`config.mk`:
```
export PLATFORM = sky130hd
export DESIGN_NAME = sample_frame_ctrl
export DESIGN_NICKNAME = d
export VERILOG_FILES = /design/src/rtl/sample_frame_ctrl_pkg.sv /design/src/rtl/sample_frame_ctrl_ram.sv /design/src/rtl/sample_frame_ctrl.sv
export SDC_FILE = /design/constraint.sdc
export NUM_CORES = 1
export LEC_CHECK = 0
export CAP_MARGIN = 20
export CORE_MARGIN = 3
export CORE_UTILIZATION = 50
export DETAILED_ROUTE_END_ITERATION = 7
export PLACE_DENSITY = 0.68
export SYNTH_ARGS = -nofsm -noshare
export SYNTH_HDL_FRONTEND = slang
export SYNTH_SLANG_ARGS = --single-unit
export TNS_END_PERCENT = 5
```
`constraint.sdc`:
```
create_clock -name clk -period 4.15 [get_ports clk]
set_input_delay 0.6225 -clock clk [delete_from_list [all_inputs] [get_ports clk]]
set_output_delay 0.6225 -clock clk [all_outputs]
set_load 0.005 [all_outputs]
```
`src/rtl/sample_frame_ctrl_pkg.sv`:
```
// Shared defaults and FSM state type for the ping-pong sample frame controller.
package sample_frame_ctrl_pkg;

  localparam int DATA_W_DEF    = 12;
  localparam int ADDR_W_DEF    = 7;
  localparam int FRAME_LEN_DEF = 64;

  typedef enum logic [1:0] {
    IDLE  = 2'd0,
    FILL  = 2'd1,
    STALL = 2'd2
  } fsm_state_t;

endpackage

```
`src/rtl/sample_frame_ctrl_ram.sv`:
```
// Sample RAM: one write port, one registered read port, contents not reset.
module sample_ram
  import sample_frame_ctrl_pkg::*;
#(
  parameter int DATA_W = DATA_W_DEF,
  parameter int ADDR_W = ADDR_W_DEF
) (
  input  logic              clk,
  input  logic              wr_en,
  input  logic [ADDR_W-1:0] wr_addr,
  input  logic [DATA_W-1:0] wr_data,
  input  logic              rd_en,
  input  logic [ADDR_W-1:0] rd_addr,
  output logic [DATA_W-1:0] rd_data
);

  logic [DATA_W-1:0] mem [2**ADDR_W];

  always_ff @(posedge clk) begin
    if (wr_en) mem[wr_addr] <= wr_data;
    if (rd_en) rd_data <= mem[rd_addr];
  end

endmodule

```
`src/rtl/sample_frame_ctrl.sv`:
```
// Ping-pong frame controller: ADC fills one RAM bank while compute reads the
// other; banks swap at frame boundaries, with a stall/overrun path.
//
// state | meaning
// IDLE  | capture disarmed, ADC strobes ignored
// FILL  | writing samples into bank wb at wr_ptr
// STALL | bank wb full, waiting for compute to release its frame; samples dropped
module sample_frame_ctrl
  import sample_frame_ctrl_pkg::*;
#(
  parameter int DATA_W    = DATA_W_DEF,
  parameter int ADDR_W    = ADDR_W_DEF,
  parameter int FRAME_LEN = FRAME_LEN_DEF
) (
  input  logic              clk,
  input  logic              reset,
  input  logic              capture_en,
  input  logic              adc_valid,
  input  logic [DATA_W-1:0] adc_data,
  output logic              frame_ready,
  output logic              frame_bank,
  input  logic              comp_rd_en,
  input  logic [ADDR_W-2:0] comp_rd_addr,
  output logic [DATA_W-1:0] comp_rd_data,
  output logic              comp_rd_valid,
  input  logic              comp_done,
  output logic              overrun,
  output logic              busy
);

  localparam int PTR_W = ADDR_W - 1;
  localparam logic [PTR_W-1:0] LAST_PTR = PTR_W'(FRAME_LEN - 1);

  fsm_state_t        state_q, state_d;
  logic              wb_q, wb_d;
  logic [PTR_W-1:0]  wr_ptr_q, wr_ptr_d;
  logic              frame_ready_d, frame_bank_d, overrun_d;
  logic              publish;
  logic              ram_we, ram_re;
  logic [DATA_W-1:0] ram_q;

  always_ff @(posedge clk or posedge reset) begin
    if (reset) begin
      state_q       <= IDLE;
      wb_q          <= 1'b0;
      wr_ptr_q      <= '0;
      frame_ready   <= 1'b0;
      frame_bank    <= 1'b0;
      overrun       <= 1'b0;
      comp_rd_valid <= 1'b0;
    end else begin
      state_q       <= state_d;
      wb_q          <= wb_d;
      wr_ptr_q      <= wr_ptr_d;
      frame_ready   <= frame_ready_d;
      frame_bank    <= frame_bank_d;
      overrun       <= overrun_d;
      comp_rd_valid <= ram_re;
    end
  end

  always_comb begin
    state_d       = state_q;
    wb_d          = wb_q;
    wr_ptr_d      = wr_ptr_q;
    frame_ready_d = frame_ready;
    frame_bank_d  = frame_bank;
    overrun_d     = overrun;
    publish       = 1'b0;
    ram_we        = 1'b0;

    case (state_q)
      IDLE: begin
        if (capture_en) begin
          state_d   = FILL;
          wr_ptr_d  = '0;
          overrun_d = 1'b0;
        end
      end
      FILL: begin
        if (!capture_en) begin
          state_d  = IDLE;
          wr_ptr_d = '0;
        end else if (adc_valid) begin
          ram_we = 1'b1;
          if (wr_ptr_q != LAST_PTR) wr_ptr_d = wr_ptr_q + PTR_W'(1);
          else if (!frame_ready || comp_done) publish = 1'b1;
          else state_d = STALL;
        end
      end
      STALL: begin
        if (!capture_en) begin
          state_d  = IDLE;
          wr_ptr_d = '0;
        end else begin
          // a strobe in the release cycle still lands in the stalled window
          if (adc_valid) overrun_d = 1'b1;
          if (comp_done) begin
            publish = 1'b1;
            state_d = FILL;
          end
        end
      end
      default: state_d = IDLE;
    endcase

    if (publish) begin
      frame_ready_d = 1'b1;
      frame_bank_d  = wb_q;
      wb_d          = ~wb_q;
      wr_ptr_d      = '0;
    end else if (comp_done && frame_ready) begin
      frame_ready_d = 1'b0;
    end
  end

  assign ram_re       = comp_rd_en && frame_ready;
  assign comp_rd_data = comp_rd_valid ? ram_q : '0;
  assign busy         = (state_q != IDLE);

  sample_ram #(
    .DATA_W (DATA_W),
    .ADDR_W (ADDR_W)
  ) u_ram (
    .clk     (clk),
    .wr_en   (ram_we),
    .wr_addr ({wb_q, wr_ptr_q}),
    .wr_data (adc_data),
    .rd_en   (ram_re),
    .rd_addr ({frame_bank, comp_rd_addr}),
    .rd_data (ram_q)
  );

endmodule

```
# After elaboration in Yosys (flattened, before gate mapping)
# Memory sizes are Yosys's and may differ from the RTL's. A register that Yosys moved wholly into a read port is not among the register bits.
# Index checks and enable logic that the tools add are counted.
[totals] ram_bits=1536 reg_bits=13 mem_count=1 word_cells=70
[memory_table] name="u_ram.mem" words=128 width=12 read_ports=1 rd_ports_with_merged_regs=1 wr=1 line="sample_frame_ctrl_ram.sv:17" rtl="logic [DATA_W-1:0] mem [2**ADDR_W];"
[op_classes] bitwise=1 n_reduce_logical=12 eq_ne=14 n_mux=34 add_sub_neg=1
[op_table] op="6-bit two-way mux" n=6
[op_table] op="3-bit inequality test, second input constant" n=6
[op_table] op="6-bit one-hot mux with 3 select lines" n=1
[op_table] op="1-bit two-way mux" n=16
[op_table] op="2-bit two-way mux" n=7
[op_table] op="12-bit two-way mux" n=1
[op_table] op="5-bit AND reduction" n=2
[op_table] op="4-bit inequality test, second input constant" n=2
[op_table] op="6-bit by 1-bit adder with 6-bit output, second input constant" n=1
[op_table] op="2-bit inequality test, second input constant" n=3
[op_table] op="6-bit inequality test, second input constant" n=1
[op_table] op="2-bit one-hot mux with 3 select lines" n=1
[op_table] op="2-bit nonzero test" n=3
[op_table] op="1-bit one-hot mux with 2 select lines" n=2
[op_table] op="4-bit AND reduction" n=1
[op_table] op="4-bit nonzero test" n=1
[op_table] op="2-bit by 1-bit equality test with 1-bit output, second input constant" n=1
[op_table] op="2-bit equality test, second input constant" n=1
[op_table] op="1-bit logical AND" n=2
[op_table] op="2-bit logical NOT" n=1
[op_table] op="1-bit logical NOT" n=1
[op_table] op="1-bit logical OR" n=1
[op_table] op="1-bit NOT" n=1

# Depth between registers and ports, before layout
[depth] ltp_word=9 ltp_mapped=8

# By module
# From an unflattened synthesis, not the netlist that was laid out.
[unflattened] hier_cells=2471 area_unflattened_um2=60161.4
[modules_own_cells] module="sample_ram" area_per_inst_um2=59248.1 cells_per_inst=2362 instances=1 seq_area_each_um2=46484.6
[modules_own_cells] module="sample_frame_ctrl" area_per_inst_um2=913.4 cells_per_inst=109 instances=1 seq_area_each_um2=325.3

# Least setup slack after synthesis
# No wires, ideal clock.
[synth_path] path_kind="input to register" from="in comp_rd_addr[0]" to="reg u_ram.rd_data[10], read port of u_ram.mem (data pin)" setup_slack_ns=0.873 setup_time_ns=0.260 stages=6 t_arrival_ns=3.017 n_path_buf=2 path_cell_list="buf_2 buf_1 mux4_2 mux4_2 mux4_2 mux2_2"
[synth_rtl] element="start, declared" line="sample_frame_ctrl.sv:23" rtl="input logic [ADDR_W-2:0] comp_rd_addr,"
[synth_rtl] element="end, declared" line="sample_frame_ctrl_ram.sv:14" rtl="output logic [DATA_W-1:0] rd_data"

# Final worst setup path
[layout_path] from="reg comp_rd_valid" to="out comp_rd_data[5]"
[layout_between] elab_chain_cells=1
[layout_lines] element="start, declared" line="sample_frame_ctrl.sv:25" rtl="output logic comp_rd_valid,"
[layout_lines] element="start signal, assigned" line="sample_frame_ctrl.sv:58" rtl="comp_rd_valid <= ram_re;"
[layout_lines] element="12-bit two-way mux" line="sample_frame_ctrl.sv:118" rtl="assign comp_rd_data = comp_rd_valid ? ram_q : '0;"
[layout_lines] element="end, declared" line="sample_frame_ctrl.sv:24" rtl="output logic [DATA_W-1:0] comp_rd_data,"
# No other way between the ends.

==> impl_metrics.py <==
metrics = {
    "placement": {
        "io_buffers": 40,
        "hpwlAfterDp_um": 85000,
        "place_area_um2": 63800,
        "gp_congestion": 0.805,
        "pre_cts_slack_ns": 0.499,
    },
    "sta": {
        "drv_slew": 0,
        "setup_viol": 0,
        "rsz0062_at_grt": "no",
        "tightest_slew_ns": 1.15,
        "setup_ws_ns": 0.928,
        "hold_viol_final": 0,
        "max_freq_mhz": 310,
        "period_share_pct": 77.6,
        "period_minus_slack_ns": 3.22,
        "fin_skew_ns": 0.0250,
        "tns_ns": 0,
        "slew_headroom_pct": 23.4,
    },
    "setup_path": {
        "path_class": "reg2out",
        "startpoint": "comp_rd_valid",
        "start_kind": "register",
        "reg2regPathDepth": 7,
        "crit_fanout": 13,
        "arrival_ns": 2.60,
        "crit_required_ns": 3.53,
        "cp-end-kind": "output port",
        "r2r_start": "state_q[1]",
    },
    "layout": {
        "multi_input_area_um2": 12600,
        "nFillCells": 8355,
        "layout.area.seq_um2": 46800,
        "drive_above_1_share_pct": 33.9,
        "stdcell_area_um2": 68700,
        "syn2layout_area_growth_pct": 14.4,
        "nets": 2769,
    },
    "grt": {
        "grt_max_degree": 110,
        "grt_pass1_wl_um": 204000,
        "antenna_found_initial": 8,
        "grt_pass1_vias": 28362,
        "grt_usage_pct": 22.9,
        "grt_overflow": 0,
    },
    "synthesis": {
        "syn-num-nets": 2472,
        "synth_area_um2": 60000,
        "yosys.area.top_type": "edfxtp_1",
        "synth-seq-cells": 1561,
        "yosysWarningCount": 0,
        "yosys-top-cells-area": "edfxtp_1 (77%), mux4_2 (19%), nor2_1 (0.85%)",
        "yosysSeqAreaShare_pct": 78.0,
        "ys_types": 34,
        "syn_area_per_cell_um2": 24.6,
        "synthCells": 2442,
        "synth_top_area_share_pct": 77.4,
    },
    "clocking": {
        "cts_made_buffers": 153,
        "htree_levels": 4,
        "path_clk_slew_ns": 0.06,
        "clockBufferDepth": 3,
        "ctsResizeCount": 0,
        "clk_latency_ns": 0.76,
        "postCtsSetupRepairBufs": 0,
        "numClockSinks": 1561,
        "holdBufCountCts": 0,
        "root_buffer": "clkbuf_16",
        "cts_tree": "yes",
    },
    "floorplanning": {
        "die-width_um": 352,
        "initial_core_util_pct": 50.6,
        "core-area_um2": 119000,
        "rows": 126,
        "io_pins": 41,
        "fp.dieH_um": 352,
        "dieArea_um2": 124000,
    },
    "drt": {
        "num_vias": 27734,
        "ant_nets": 0,
        "drt-total-wl_um": 140000,
        "wire_per_inst_um": 31.5,
        "dr.first_iter.drc_count": 3507,
        "drc": 0,
        "first_pass_iters": 5,
        "viasPerCell": 6.22,
    },
    "power_and_ir_drop": {
        "p_per_area_nw_per_um2": 475,
        "p_leak_nw": 21.5,
        "ir_worst_vdd_mv": 0.436,
    },
    "flow_run": {
        "drv_cap": 0,
    },
    "status": {
        "outcome": "finished, final reports clean",
    },
    "hold_path": {
        "hold_class": "in2async",
    },
}
## registers in the layout, summed over array words and instances (netlist names)
name           cells
frame_ready        1
frame_bank         1
wb_q               1
comp_rd_valid      1
wr_ptr_q           6
overrun            1
u_ram.rd_data     12
u_ram.mem       1536
state_q            2
## per-stage QoR
stage / instances / hold WS (ns) / total power, mW / util (%)
CTS: 4454 / 0.172 / 32.9 / 57.8
global route: 4458 / 0.224 / 33.6 / 57.9
finish: 4460 / 0.209 / 32.7 / 57.9
floorplan: 2442 / 0.499 / 18.9 / -
global placement: 4179 / 0.534 / 19.8 / 53.8
detailed placement: 4180 / 0.538 / 19.8 / 53.8
## worst max-delay path, cell delays in order (launching register included)
cell and delay (ns):
dfrtp_1 0.73, and2_1 0.50, clkdlybuf4s50_1 0.60
## where the power goes
group,internal [mW],switching (mW),total (mW)
Sequential,17.4,0.0658,17.5
Clock,7.44,5.73,13.2
Combinational,0.850,1.16,2.01
Total,25.7,6.96,32.7
## cells in the mapped netlist (all sizes together)
library cell     n
buf             62
edfxtp        1548
xnor2            1
a21bo            1
or3              1
a21oi            3
o21bai           1
ha               6
a22o             5
mux2            15
a31oi            2
nor2           136
nand4b           1
and2            17
mux2i            1
nand2           20
and3             4
a311o            1
or3b             1
nand3            6
and4             1
clkbuf          65
inv              7
a222oi           1
a311oi           1
nor2b           10
mux4           504
o21ai            6
nand2b           1
o211ai           1
dfrtp           13
## logic make-up (layout without fill, tap and decap cells)
| logic type | Yosys count | after routing | share of synthesized area, % |
|---|---|---|---|
| AND/OR/NAND/NOR | 198 | 198 | 1.41 |
| XOR/XNOR | 1 | 1 | 0.0146 |
| flip-flops | 1561 | 1561 | 78.0 |
| buffers and inverters | 134 | 550 | 0.994 |
| other | 0 | 2 | 0 |
| adder cells (fa/ha/maj) | 6 | 6 | 0.125 |
| multiplexers | 520 | 520 | 19.2 |
| AO/OA/AOI/OAI | 22 | 22 | 0.258 |
## layout by cell type (no fill, tap or decap), drive strengths merged, types with 2 or more instances in the layout
master and count:
inv 16, mux4 504, clkdlybuf4s50 23, a31oi 2, edfxtp 1548, mux2 15, and3 4, nor2b 10
nand2 20, buf 246, clkinvlp 2, clkinv 58, a21oi 3, bufinv 8, dfrtp 13, diode 2
o21ai 6, nand3 6, clkbuf 197, nor2 136, ha 6, and2 17, a22o 5
## final cells by class
class                      count  area share, %
sequential                  1561           68.2
multi-input combinational    747           18.4
clock buffer                 197           5.91
timing repair buffer         269           3.60
tap                         1600           2.92
clock inverter                77          0.997
inverter                       7         0.0383
antenna                        2        0.00729
## path summary, 6_finish.rpt
path	end	slack, ns
max reg2reg	u_ram.mem[108][4]	1.03
max in group asynchronous	wr_ptr_q[2]	3.57
min reg2reg	overrun	0.57
min in group clk	u_ram.mem[67][6]	0.26
max	comp_rd_data[5]	0.93
min	overrun	0.21
## layer usage
layer | global-route usage [%] | wire length (um) | up-vias
li1 | - | - | 11133
met1 | 32.3 | 54900 | 14988
met2 | 36.4 | 68800 | 1406
met3 | 5.08 | 13200 | 205
met4 | 6.52 | 3460 | 2
met5 | 0 | 11 | -
No activity file was read; power rests on OpenSTA's default activity.
